--- config.mk ---
export PLATFORM = sky130hd
export DESIGN_NAME = uart_transmitter
export DESIGN_NICKNAME = d
export VERILOG_FILES = /design/src/rtl/uart_transmitter.sv
export SDC_FILE = /design/constraint.sdc
export NUM_CORES = 1
export LEC_CHECK = 0
export CAP_MARGIN = 15
export CELL_PAD_IN_SITES_DETAIL_PLACEMENT = 1
export CELL_PAD_IN_SITES_GLOBAL_PLACEMENT = 1
export CORE_ASPECT_RATIO = 0.75
export CORE_MARGIN = 3
export CORE_UTILIZATION = 49
export DETAILED_ROUTE_END_ITERATION = 8
export GPL_ROUTABILITY_DRIVEN = 0
export PLACE_DENSITY = 0.75
export SYNTH_ARGS = -nofsm -noshare
export SYNTH_HDL_FRONTEND = slang
export SYNTH_SLANG_ARGS = --single-unit
--- constraint.sdc ---
create_clock -name clk -period 3.3 [get_ports clk]
set_clock_uncertainty 0.1 [all_clocks]
set_input_delay 0.66 -clock clk [delete_from_list [all_inputs] [get_ports clk]]
set_output_delay 0.66 -clock clk [all_outputs]
set_load 0.1 [all_outputs]
--- src/rtl/uart_transmitter.sv ---
// 8N1 UART transmitter with a small write FIFO, paced by a shared 16x baud Tick enable.
// TXD, TXD_BUSY and TXD_OVER are all registered so the line is glitch-free.
module uart_transmitter #(
  parameter int DATA_BITS  = 8,
  parameter int OVERSAMPLE = 16,
  parameter int FIFO_DEPTH = 4
) (
  input  logic                 clk,
  input  logic                 rst,
  input  logic                 Tick,
  input  logic [DATA_BITS-1:0] TXD_DATA,
  input  logic                 TXD_WR,
  output logic                 TXD_FULL,
  output logic                 TXD_BUSY,
  output logic                 TXD_OVER,
  output logic                 TXD
);

  localparam int AW = $clog2(FIFO_DEPTH);
  localparam int PW = AW + 1;
  localparam int CW = $clog2(OVERSAMPLE);
  localparam int BW = $clog2(DATA_BITS);

  typedef enum logic [1:0] {IDLE, START, DATA, STOP} state_t;

  state_t                 state_q, state_d;
  logic [CW-1:0]          cnt_q, cnt_d;
  logic [BW-1:0]          bit_q, bit_d;
  logic [DATA_BITS-1:0]   shift_q, shift_d;
  logic [PW-1:0]          wr_ptr_q, wr_ptr_d, rd_ptr_q, rd_ptr_d;
  logic                   full_q, full_d, empty_q, empty_d;
  logic                   busy_q, busy_d, over_q, over_d, txd_q, txd_d;
  logic                   pop, wr_en, last_tick;
  logic [DATA_BITS-1:0]   head;
  logic [DATA_BITS-1:0]   mem_q [FIFO_DEPTH];

  assign head      = mem_q[rd_ptr_q[AW-1:0]];
  assign last_tick = Tick && (cnt_q == CW'(OVERSAMPLE - 1));
  // A write into a full FIFO still lands when the head is popped in the same cycle.
  assign wr_en     = TXD_WR && (!full_q || pop);

  always_ff @(posedge clk) begin
    if (wr_en) mem_q[wr_ptr_q[AW-1:0]] <= TXD_DATA;
  end

  always_comb begin
    state_d = state_q;
    cnt_d   = cnt_q;
    bit_d   = bit_q;
    shift_d = shift_q;
    pop     = 1'b0;
    over_d  = 1'b0;
    case (state_q)
      IDLE: begin
        if (Tick && !empty_q) begin
          pop     = 1'b1;
          shift_d = head;
          cnt_d   = '0;
          state_d = START;
        end
      end
      START: begin
        if (Tick) cnt_d = cnt_q + CW'(1);
        if (last_tick) begin
          bit_d   = '0;
          state_d = DATA;
        end
      end
      DATA: begin
        if (Tick) cnt_d = cnt_q + CW'(1);
        if (last_tick) begin
          shift_d = shift_q >> 1;
          bit_d   = bit_q + BW'(1);
          if (bit_q == BW'(DATA_BITS - 1)) state_d = STOP;
        end
      end
      STOP: begin
        if (Tick) cnt_d = cnt_q + CW'(1);
        if (last_tick) begin
          over_d = 1'b1;
          if (!empty_q) begin
            pop     = 1'b1;
            shift_d = head;
            cnt_d   = '0;
            state_d = START;
          end else begin
            state_d = IDLE;
          end
        end
      end
      default: state_d = IDLE;
    endcase

    wr_ptr_d = wr_ptr_q + PW'(wr_en);
    rd_ptr_d = rd_ptr_q + PW'(pop);
    empty_d  = (wr_ptr_d == rd_ptr_d);
    full_d   = (wr_ptr_d[AW-1:0] == rd_ptr_d[AW-1:0]) && (wr_ptr_d[AW] != rd_ptr_d[AW]);
    busy_d   = (state_d != IDLE) || !empty_d;

    txd_d = 1'b1;
    if (state_d == START)     txd_d = 1'b0;
    else if (state_d == DATA) txd_d = shift_d[0];
  end

  always_ff @(posedge clk or negedge rst) begin
    if (!rst) begin
      state_q  <= IDLE;
      cnt_q    <= '0;
      bit_q    <= '0;
      shift_q  <= '0;
      wr_ptr_q <= '0;
      rd_ptr_q <= '0;
      full_q   <= 1'b0;
      empty_q  <= 1'b1;
      busy_q   <= 1'b0;
      over_q   <= 1'b0;
      txd_q    <= 1'b1;
    end else begin
      state_q  <= state_d;
      cnt_q    <= cnt_d;
      bit_q    <= bit_d;
      shift_q  <= shift_d;
      wr_ptr_q <= wr_ptr_d;
      rd_ptr_q <= rd_ptr_d;
      full_q   <= full_d;
      empty_q  <= empty_d;
      busy_q   <= busy_d;
      over_q   <= over_d;
      txd_q    <= txd_d;
    end
  end

  assign TXD_FULL = full_q;
  assign TXD_BUSY = busy_q;
  assign TXD_OVER = over_q;
  assign TXD      = txd_q;

endmodule

Word level (Yosys, flattened, before mapping)

Memory sizes are Yosys's and may differ from the RTL's.
Index checks and enable logic that the tools add are counted.

Eq/ne operators: 15
Reductions and logical operators: 16
Add/sub/neg operators: 4
Mux-type cells: 30

Operators by type and width:

| operator              | number |
|---|---|
| $mux W8               | 4 |
| $pmux W8 S3           | 1 |
| $mux W4               | 4 |
| $pmux W4 S3           | 1 |
| $mux W1               | 10 |
| $mux W2               | 5 |
| $ne A2 B2 Y1 const B  | 5 |
| $pmux W2 S4           | 1 |
| $add A3 B1 Y3         | 2 |
| $eq A2 B2 Y1 const B  | 3 |
| $mux W3               | 2 |
| $pmux W3 S2           | 1 |
| $reduce_and A5 Y1     | 1 |
| $add A4 B1 Y4 const B | 1 |
| $eq A2 B1 Y1 const B  | 2 |
| $eq A4 B4 Y1 const B  | 1 |
| $logic_and A1 B1 Y1   | 4 |
| $reduce_bool A2 Y1    | 2 |
| $add A3 B1 Y3 const B | 1 |
| $eq A3 B3 Y1          | 1 |
| $eq A3 B3 Y1 const B  | 1 |
| $logic_not A1 Y1      | 3 |
| $reduce_and A3 Y1     | 1 |
| $reduce_bool A3 Y1    | 1 |
| 6 further kinds       | 7 |

Memory bits (writable): 32
Output and inout port bits: 4
Word-level logic and storage cells: 78
Input port bits: 12
Register bits: 28
Memories kept: 1

Memory list:

| memory | words | bits a word | rd ports | clocked after memory_dff | wr ports | RTL line | source |
|---|---|---|---|---|---|---|---|
| mem_q  | 4     | 8           | 1        | 0                        | 1        | 35       | `logic [DATA_BITS-1:0] mem_q [FIFO_DEPTH];` |

Depth between registers and ports, before layout

Gate-level depths: netlist of the first run.

Depth in word-level cells: 10
Depth in mapped cells: 14
Depth with buffers taken out: 13

Least setup slack after synthesis of the first run

No wires, ideal clock.

Path type: input to register
Start point: input port Tick
End point: register busy_q, in the netlist TXD_BUSY
Arrival: 2,447 ps
Required time: 3,055 ps
Cell stages on the path: 12
Path slack: 608 ps
Buffers on the path: 1
Setup time: 145 ps
Cell sequence: buf_2 and3b_2 a31oi_4 o21ai_0 nand2_1 inv_1 ha_1 ha_1 xnor2_1 nand2_1 nor2_1 nand3_1

Word-level cells in the longest chain between the ends: 9
Elaborated cells between the ends (all ways): 18
Those cells by class: add/sub: 2; eq/ne: 1; mux: 8; reduce/logical: 7

Ends and longest elaborated chain:

| what                                          | RTL line | source |
|---|---|---|
| from (decl)                                   | 10       | `input logic Tick,` |
| $logic_and A1 B1 Y1, on equally long branches | 38, 55   |  |
| $mux W1, on equally long branches             | 79, 55   |  |
| $pmux W1 S2 *                                 | 53       | `case (state_q)` |
| $logic_or A1 B1 Y1 *                          | 40       | `assign wr_en = TXD_WR && (!full_q \|\| pop);` |
| $logic_and A1 B1 Y1 *                         | 40       |  |
| $add A3 B1 Y3 *                               | 94       | `wr_ptr_d = wr_ptr_q + PW'(wr_en);` |
| named net wr_ptr_d[1]                         | 30       | `logic [PW-1:0] wr_ptr_q, wr_ptr_d, rd_ptr_q, rd_ptr_d;` |
| $eq A3 B3 Y1 *                                | 96       | `empty_d = (wr_ptr_d == rd_ptr_d);` |
| named net empty_d                             | 31       | `logic full_q, full_d, empty_q, empty_d;` |
| $logic_not A1 Y1 *                            | 98       | `busy_d = (state_d != IDLE) \|\| !empty_d;` |
| $logic_or A1 B1 Y1 *                          | 98       |  |
| named net busy_d                              | 32       | `logic busy_q, busy_d, over_q, over_d, txd_q, txd_d;` |
| to (signal assigned)                          | 127      | `busy_q <= busy_d;` |
| to (decl)                                     | 32       |  |

Mark *: on every way through the listed nets, which the timed path passes. The rest lies on a longest branch.
A chain may end at the register's enable or synchronous reset.

Worst setup path after layout of the first run

Start point: register state_q[0]
End point: register busy_q, in the netlist TXD_BUSY

Word-level cells in the longest chain between the ends: 8
Elaborated cells between the ends (all ways): 19
Those cells by class: add/sub: 2; eq/ne: 4; mux: 7; reduce/logical: 6

Ends and longest elaborated chain:

| what                                             | RTL line | source |
|---|---|---|
| from (decl)                                      | 26       | `state_t state_q, state_d;` |
| from (signal assigned)                           | 119      | `state_q <= state_d;` |
| $eq A2 B2 Y1 or $logic_not A2 Y1 (tied branches) | 53       |  |
| $pmux W1 S2 *                                    | 53       |  |
| $logic_or A1 B1 Y1 *                             | 40       |  |
| $logic_and A1 B1 Y1 *                            | 40       |  |
| $add A3 B1 Y3 *                                  | 94       |  |
| named net wr_ptr_d[2]                            | 30       |  |
| $eq A3 B3 Y1 *                                   | 96       |  |
| named net empty_d                                | 31       |  |
| $logic_not A1 Y1 *                               | 98       |  |
| $logic_or A1 B1 Y1 *                             | 98       |  |
| named net busy_d                                 | 32       |  |

Marks and branches as above.

==> flow_metrics.env, run 1 <==
export IMPL_worstSetupStartpoint="state_q[0]"
export IMPL_syn_area_mm2=0.00268
export IMPL_avgSynthCellArea_um2=14.4
export IMPL_min_delay_path_class="reg -> reg"
export IMPL_synth_top_area_cell="edfxtp_1"
export IMPL_cp_end_kind="flip-flop"
export IMPL_startpoint_type="flip-flop"
export IMPL_endpoint="TXD_BUSY"
export IMPL_r2r_start="state_q[0]"
export IMPL_root_buffer="clkbuf_8"
export IMPL_setup_violations=0
export IMPL_fin_crit_sh=0.873
export IMPL_r2r_cells=13
export IMPL_critical_path_class="reg -> reg"
export IMPL_path_max_fanout=9
export IMPL_drc=0
export IMPL_grt_max_degree=29
export IMPL_numCtsBuffers=9
export IMPL_h_tree_depth=3
export IMPL_slew_headroom=0.345
export IMPL_crit_arrival_ns=2.96
export IMPL_dr_total_vias=1586
export IMPL_drive_gt1_frac=0.184
export IMPL_ys_seq_area_frac=0.620
export IMPL_worst_ir_drop_vdd_mv=0.461
export IMPL_dr_max_layer_used="met4"
export IMPL_via_per_inst=5.49
export IMPL_synth_seq_cells=60
export IMPL_cts_tree="yes"
export IMPL_fmax_ghz=0.347
export IMPL_final_util=0.605
export IMPL_fp_coreArea_mm2=0.00509
export IMPL_multi_input_comb_area_um2=925
export IMPL_wl_met3_um=158
export IMPL_synthTopCellsByArea="edfxtp_1 (36%), dfrtp_1 (24%), mux4_1 (6.9%)"
export IMPL_reg2reg_slack_ns=0.42
export IMPL_dp_hpwl_um=3760
export IMPL_cts_hold_buf=0
export IMPL_insertion_delay_ns=0.34
export IMPL_yosysUniqueCellTypes=46
export IMPL_maxCapViolations=0
export IMPL_start_util=0.527
export IMPL_postRouteAntennaNets=0
export IMPL_synth_most_common_cell="edfxtp_1"
export IMPL_nFillCells=485
export IMPL_dieArea_mm2=0.00641
export IMPL_io_pins=16
export IMPL_cts_path_max_buffers=2
export IMPL_antennaDiodeCount=0
export IMPL_wl_met1_um=2390
export IMPL_synthTopCellsByCount="edfxtp_1 (32), dfrtp_1 (26), nand2_1 (14), o21ai_0 (14)"
export IMPL_met2_wirelength_um=2660
export IMPL_wl_per_cell_um=18.4
export IMPL_tightest_slew_ns=0.976
export IMPL_r2r_end="TXD_BUSY"
export IMPL_ctsResizeCount=0
export IMPL_drt_iter0_drc=49
export IMPL_grt_util_all_layers=0.183
export IMPL_die_w_um=91.5
export IMPL_rsz0062_at_grt="false"
export IMPL_cellLeakagePower_uw=0.00124
export IMPL_ys_async_sr_fraction=0.467
export IMPL_post_cts_buffers=0
export IMPL_finalSetupTns_ns=0
export IMPL_drt_pass1_iter_count=4
export IMPL_ys_flop_type="edfxtp_1"
export IMPL_place_area_mm2=0.00290
export IMPL_io_buffers=15
export IMPL_yosysTopAreaCellShare=0.358
export IMPL_antenna_found_initial=0
export IMPL_final_cells=289
export IMPL_clock_sinks=60
export IMPL_status="complete, no violations"
export IMPL_synth_edff_count=32
export IMPL_period_minus_slack_ns=2.88
export IMPL_drt_wl_total_um=5310
export IMPL_grt_pass1_vias=1720
export IMPL_grt_pass1_wl_um=8690
export IMPL_power_density_mw_per_mm2=878
export IMPL_placed_cells=273
export IMPL_crit_required_ns=3.38
export IMPL_num_rows=22
export IMPL_postSynthCellCount=186
export IMPL_grt_overflow=0
export IMPL_areaGrowthSynthToFinish_pct=14.8
export IMPL_clk_pin_slew_worst_paths_ns=0.07
export IMPL_synth_net_count=209
export IMPL_layout_nets=235
export IMPL_seq_area_mm2=0.00166
export IMPL_yosys_warnings=0
export IMPL_die_h_um=70.1
export IMPL_design_area_mm2=0.00308
export IMPL_slew_viol_final=0
export IMPL_final_hold_violation_count=0
## worst min-delay path by stage
stage                     cells past startpoint           to   startpoint  slack [ns]
after detailed placement                      2   shift_q[7]   shift_q[7]        0.38
after global routing                          1  wr_ptr_q[2]  wr_ptr_q[2]        0.44
after global placement                        1  wr_ptr_q[2]  wr_ptr_q[2]        0.36
after CTS                                     2   shift_q[1]   shift_q[1]        0.40
after floorplan                               0     TXD_BUSY          rst        0.26
final                                         2   shift_q[1]   shift_q[1]        0.39
## layout make-up
type / instances / area share
Multi-Input combinational cell: 111 / 0.300
Clock buffer: 9 / 0.0402
Timing Repair Buffer: 21 / 0.0601
Tap cell: 72 / 0.0292
Inverter: 9 / 0.0110
Sequential cell: 60 / 0.540
Clock inverter: 7 / 0.0191
## layer usage
layer	GRT usage	up-vias
met5	0	-
met4	0.0769	0
met3	0.0571	9
met2	0.304	21
met1	0.221	806
li1	-	750
## metrics by stage
step,power [uW],setup WS [ns],hold WS [ns]
2_1_floorplan,1870,0.608,0.264
5_1_grt,2870,0.229,0.437
3_3_place_gp,2040,0.340,0.358
6_report,2700,0.420,0.392
3_5_place_dp,2120,0.185,0.383
4_1_cts,2730,0.412,0.395
## logic make-up (layout without fill, tap and decap cells)
family | after synthesis | count (layout) | synth area share
XOR/XNOR | 5 | 5 | 0.0163
adder cells (fa/ha/maj) | 11 | 11 | 0.0513
flip-flops | 60 | 60 | 0.620
multiplexers | 10 | 10 | 0.0848
AND/OR/NAND/NOR | 45 | 45 | 0.0914
AO/OA/AOI/OAI | 40 | 40 | 0.101
buffers and inverters | 15 | 46 | 0.0354
## flip-flops by register name, summed over array words and instances, names as in the netlist
| name | flops |
|---|---|
| TXD_BUSY | 1 |
| mem_q | 32 |
| TXD_FULL | 1 |
| rd_ptr_q | 3 |
| cnt_q | 4 |
| shift_q | 8 |
| wr_ptr_q | 3 |
| empty_q | 1 |
| TXD | 1 |
| state_q | 2 |
| bit_q | 3 |
| TXD_OVER | 1 |
## placed cells by master (no fill, tap or decap), types with 3 or more instances in the layout
cell type,Yosys,layout
xnor2_1,4,4
inv_1,9,9
inv_6,0,3
o21ai_0,14,14
nand2_1,14,14
nor3b_1,3,3
clkbuf_8,1,9
mux4_1,7,7
ha_1,11,11
a22o_1,4,4
edfxtp_1,32,32
buf_4,1,10
nand3_1,3,3
a21oi_1,11,11
dfrtp_1,26,26
clkdlybuf4s50_1,0,11
nor2_1,7,7
nor2b_1,7,7
## power by group
| part | total, uW | internal, uW | switching (uW) |
|---|---|---|---|
| clock network | 595 | 282 | 314 |
| registers | 1150 | 1010 | 146 |
| logic | 956 | 390 | 566 |
## worst max-delay path, stage by stage (launching register included)
cell	delay, ns
dfrtp_1	0.45
inv_1	0.11
ha_1	0.32
and3b_2	0.26
a31oi_4	0.15
o21ai_0	0.10
nand2_1	0.14
inv_1	0.07
ha_1	0.18
ha_1	0.19
xor2_1	0.25
xnor2_1	0.14
nor2_1	0.16
nand3_1	0.10
(Power assumes the default switching activity.)
==> inputs of run 2 (changes only) <==
Settings changed: HOLD_SLACK_MARGIN set to 0.12, REMOVE_ABC_BUFFERS set to 1.
==> run 2 against run 1 <==
Global-route usage up 0.82 points; sequential cell count unchanged; utilization down 0.37 points; power down 2.1%; via count up 2.8%; clock power down 7.6%; critical endpoint unchanged; largest power group unchanged.
==> flow_metrics.env, run 2 (synthesis gave the netlist of run 1 again) <==
export IMPL_dieArea_mm2=0.00641
export IMPL_rsz0062_at_grt="false"
export IMPL_post_cts_buffers=0
export IMPL_final_util=0.601
export IMPL_drt_wl_total_um=5410
export IMPL_power_switching_uw=961
export IMPL_final_cells=289
export IMPL_antennaDiodeCount=0
export IMPL_io_pins=16
export IMPL_dr_total_vias=1630
export IMPL_worst_ir_drop_vdd_mv=0.357
export IMPL_io_buffers=15
export IMPL_insertion_delay_ns=0.33
export IMPL_slowest_delay_ns=0.45
export IMPL_crit_required_ns=3.39
export IMPL_grt_overflow=0
export IMPL_largest_reg_flops=32
export IMPL_clk_pin_slew_worst_paths_ns=0.06
export IMPL_pwr_share_comb=0.356
export IMPL_cts_path_max_buffers=2
export IMPL_areaGrowthSynthToFinish_pct=14.1
export IMPL_cellLeakagePower_uw=0.00124
export IMPL_drt_pass1_iter_count=4
export IMPL_slew_headroom=0.310
export IMPL_grt_pass1_wl_um=9140
export IMPL_grt_max_degree=29
export IMPL_crit_arrival_ns=2.95
export IMPL_seqPwrFrac=0.437
export IMPL_ctsResizeCount=0
export IMPL_via_per_inst=5.64
export IMPL_pwr_share_clk=0.208
export IMPL_path_max_fanout=9
export IMPL_power_density_mw_per_mm2=864
export IMPL_dp_hpwl_um=4050
export IMPL_critical_path_class="reg -> reg"
export IMPL_layout_common_cells="edfxtp_1 (32), dfrtp_1 (26), o21ai_0 (14), nand2_1 (14)"
export IMPL_r2r_start="state_q[0]"
export IMPL_min_from="shift_q[3]"
export IMPL_endpoint="TXD_BUSY"
export IMPL_grt_pass1_vias=1758
export IMPL_grt_util_all_layers=0.191
export IMPL_startpoint_type="flip-flop"
export IMPL_start_util=0.527
export IMPL_placed_cells=273
export IMPL_fp_coreArea_mm2=0.00509
export IMPL_clock_sinks=60
export IMPL_r2r_end="TXD_BUSY"
export IMPL_reg2reg_slack_ns=0.44
export IMPL_h_tree_depth=3
export IMPL_antenna_found_initial=0
export IMPL_min_delay_path_class="reg -> reg"
export IMPL_finalSetupTns_ns=0
export IMPL_period_minus_slack_ns=2.86
export IMPL_cts_hold_buf=0
export IMPL_cts_tree="yes"
export IMPL_final_common_cell="edfxtp_1"
export IMPL_status="complete, no violations"
export IMPL_drive_gt1_frac=0.171
export IMPL_r2r_cells=13
export IMPL_wl_per_cell_um=18.7
export IMPL_setup_violations=0
export IMPL_fin_crit_sh=0.867
export IMPL_postRouteAntennaNets=0
export IMPL_maxCapViolations=0
export IMPL_slew_viol_final=0
export IMPL_tightest_slew_ns=1.03
export IMPL_drc=0
export IMPL_p_int_uw=1680
export IMPL_cpMaxStageDelayCell="dfrtp_1"
export IMPL_final_hold_violation_count=0
export IMPL_path_cells="inv_1 > ha_1 > and3b_2 > a31oi_4 > o21ai_0 > nand2_1 > inv_1 > ha_1 > ha_1 > xor2_1 > xnor2_1 > nor2_1 > nand3_1"
export IMPL_num_rows=22
export IMPL_die_w_um=91.5
export IMPL_worstSetupStartpoint="state_q[0]"
export IMPL_numCtsBuffers=9
export IMPL_fmax_ghz=0.350
export IMPL_switching_share=0.363
export IMPL_die_h_um=70.1
export IMPL_cp_end_kind="flip-flop"
export IMPL_crit_top_cell="ha_1"
export IMPL_layout_nets=235
export IMPL_drt_iter0_drc=95
export IMPL_root_buffer="clkbuf_8"
[run 2: cell count changes in the layout (fill, tap and decap cells not counted), sizes merged]
cell      change
clkbuf        +4
clkinv        +1
clkinvlp      -2
inv           -3
[run 2: cell type report]
| class | instances | area [um^2] |
|---|---|---|
| repair buffers | 21 | 185 |
| fillers | 490 | 2030 |
| well taps | 72 | 90.1 |
| inverters | 9 | 33.8 |
| clock buffers | 13 | 149 |
| flip-flops and latches | 60 | 1660 |
| multi-input cells | 111 | 925 |
| clock inverters | 3 | 15.0 |
[run 2: metrics by stage]
| stage | power [uW] | cell area [um^2] | worst slack (ns) | hold WS, ns |
|---|---|---|---|---|
| after floorplan | 1810 | 2620 | 0.692 | 0.264 |
| after global placement | 2040 | 2900 | 0.359 | 0.363 |
| after detailed placement | 2110 | 2900 | 0.168 | 0.376 |
| after CTS | 2680 | 3060 | 0.442 | 0.391 |
| after global routing | 2840 | 3060 | 0.192 | 0.434 |
| final | 2650 | 3060 | 0.439 | 0.393 |
[run 2: worst min-delay path by stage]
stage / to / slack (ns) / cells after the start
2_1_floorplan: TXD_BUSY / 0.26 / 0
3_3_place_gp: wr_ptr_q[2] / 0.36 / 1
6_report: shift_q[3] / 0.39 / 2
5_1_grt: shift_q[2] / 0.43 / 2
4_1_cts: shift_q[3] / 0.39 / 2
3_5_place_dp: shift_q[3] / 0.38 / 2
[run 2: critical path: cells and delay by family (launching register included)]
family	cells	cell delay, ns
adder cells (fa/ha/maj)	3	0.70
flip-flops	1	0.45
XOR/XNOR	2	0.38
AND/OR/NAND/NOR	4	0.67
buffers and inverters	2	0.18
AO/OA/AOI/OAI	2	0.24
[run 2: power by group through the flow]
stage          logic, uW  registers, uW  clock network [uW]
2_1_floorplan        614           1190                   0
3_3_place_gp         888           1150                   0
3_5_place_dp         944           1170                   0
4_1_cts              951           1160                 570
5_1_grt             1050           1180                 605
6_report             941           1160                 550
[run 2: layer usage]
| metal | global-route usage | wire length, um | up-vias |
|---|---|---|---|
| met1 | 0.251 | 2500 | 834 |
| met3 | 0.0592 | 215 | 11 |
| met2 | 0.296 | 2610 | 28 |
| met4 | 0.0803 | 88 | 0 |
| met5 | 0 | 0 | - |
| li1 | - | - | 757 |
==> inputs of run 3 (changes only) <==
Settings changed: SLEW_MARGIN set to 0.
Clock period 3.3 ns to 2.7 ns, I/O delays scaled along.
==> run 3 against run 2 <==
Sequential share of layout area fell by 3.0 points; critical path type is now in -> reg; cell count grew 3.5%; clock power grew 71%; worst hold slack better by 0.0080 ns; non-clock buffer count grew 10; die area unchanged.
==> flow_metrics.env, run 3 (synthesis gave the netlist of run 1 again) <==
export IMPL_final_hold_violation_count=0
export IMPL_crit_arrival_ns=2.65
export IMPL_cp_end_kind="flip-flop"
export IMPL_fin_crit_sh=0.942
export IMPL_drive_gt1_frac=0.233
export IMPL_min_delay_path_class="reg -> reg"
export IMPL_worst_ir_drop_vdd_mv=0.438
export IMPL_path_max_fanout=3
export IMPL_r2r_end="TXD_BUSY"
export IMPL_final_cells=299
export IMPL_place_area_mm2=0.00296
export IMPL_worstSetupStartpoint="Tick"
export IMPL_cts_path_max_buffers=2
export IMPL_placed_cells=281
export IMPL_layout_nets=245
export IMPL_start_util=0.527
export IMPL_slew_headroom=0.629
export IMPL_drt_pass1_iter_count=4
export IMPL_r2r_cells=12
export IMPL_die_h_um=70.1
export IMPL_cts_tree="yes"
export IMPL_numCtsBuffers=9
export IMPL_grt_util_all_layers=0.213
export IMPL_startpoint_type="primary input"
export IMPL_drt_wl_total_um=6240
export IMPL_power_density_mw_per_mm2=1160
export IMPL_tightest_slew_ns=0.551
export IMPL_antenna_found_initial=0
export IMPL_wl_per_cell_um=20.9
export IMPL_fmax_ghz=0.393
export IMPL_reg2reg_slack_ns=0.20
export IMPL_grt_overflow=0
export IMPL_grt_max_degree=29
export IMPL_slew_viol_final=0
export IMPL_rsz0062_at_grt="false"
export IMPL_h_tree_depth=3
export IMPL_antennaDiodeCount=0
export IMPL_io_pins=16
export IMPL_num_rows=22
export IMPL_clk_pin_slew_worst_paths_ns=0.06
export IMPL_cellLeakagePower_uw=0.00132
export IMPL_insertion_delay_ns=0.34
export IMPL_drc=0
export IMPL_status="complete, no violations"
export IMPL_postRouteAntennaNets=0
export IMPL_maxCapViolations=0
export IMPL_final_common_cell="edfxtp_1"
export IMPL_dieArea_mm2=0.00641
export IMPL_clock_sinks=60
export IMPL_period_minus_slack_ns=2.54
export IMPL_r2r_start="cnt_q[0]"
export IMPL_design_area_mm2=0.00324
export IMPL_io_buffers=15
export IMPL_via_per_inst=5.65
export IMPL_power_total_uw=3760
export IMPL_root_buffer="clkbuf_8"
export IMPL_critical_path_class="in -> reg"
export IMPL_die_w_um=91.5
export IMPL_layout_common_cells="edfxtp_1 (32), dfrtp_1 (25), buf_4 (20)"
export IMPL_cts_hold_buf=0
export IMPL_largest_reg_flops=32
export IMPL_drt_iter0_drc=174
export IMPL_setup_violations=0
export IMPL_fp_coreArea_mm2=0.00509
export IMPL_grt_pass1_vias=1867
export IMPL_dr_total_vias=1689
export IMPL_grt_pass1_wl_um=10100
export IMPL_dp_hpwl_um=4320
export IMPL_crit_required_ns=2.81
export IMPL_areaGrowthSynthToFinish_pct=20.8
export IMPL_endpoint="TXD_BUSY"
-- run 3: cell types whose count changed in the layout (fill, tap and decap cells not counted), sizes merged --
| cell | before | now |
|---|---|---|
| buf | 10 | 20 |
| bufinv | 0 | 3 |
| clkbuf | 13 | 10 |
-- run 3: routing by layer --
metal | GRT usage | vias up | wire length [um]
met3 | 0.0743 | 11 | 278
met2 | 0.351 | 47 | 3220
met4 | 0.0753 | 0 | 110
met1 | 0.260 | 858 | 2630
met5 | 0 | - | 0
li1 | - | 773 | -
-- run 3: critical path: stages --
cell and delay [ns]:
clkdlybuf4s50_1 0.46, and2b_2 0.25, a31oi_4 0.20, o21ai_1 0.09, nand2_1 0.09, inv_1 0.07
ha_1 0.22, ha_4 0.29, xnor2_1 0.11, nand2_1 0.10, nor2_2 0.14, nand3_1 0.10
-- run 3: layout make-up --
class,count,area [um^2]
Clock inverter,6,103
Timing Repair Buffer,31,260
Sequential cell,60,1670
Clock buffer,10,128
Multi-Input combinational cell,111,962
Tap cell,72,90.1
Fill cell,499,1850
Inverter,9,33.8
-- run 3: how the worst min path moves through the flow --
stage | cells after the start | end | slack, ns | start
after floorplan | 0 | TXD_BUSY | 0.14 | rst
after global placement | 1 | wr_ptr_q[2] | 0.36 | wr_ptr_q[2]
after detailed placement | 2 | shift_q[2] | 0.39 | shift_q[2]
after CTS | 1 | wr_ptr_q[2] | 0.41 | wr_ptr_q[2]
after global routing | 1 | shift_q[0] | 0.44 | shift_q[0]
final | 2 | shift_q[2] | 0.40 | shift_q[2]
-- run 3: metrics by stage --
step	utilization	setup TNS, ns	setup slack, ns	hold WS (ns)
2_1_floorplan	-	0	0.0915	0.144
3_3_place_gp	0.581	-0.0602	-0.0475	0.362
3_5_place_dp	0.581	-0.425	-0.189	0.395
4_1_cts	0.626	0	0.00552	0.406
5_1_grt	0.637	0	0.0331	0.440
6_report	0.637	0	0.157	0.401
-- run 3: where the power goes --
group	switching [uW]	internal (uW)
clock network	336	605
logic	770	621
registers	197	1230
-- run 3: what timing repair did --
action,4_1_cts,5_1_grt
resized for setup,0,8
endpoints found under the setup margin,0,3
setup buffers,0,2
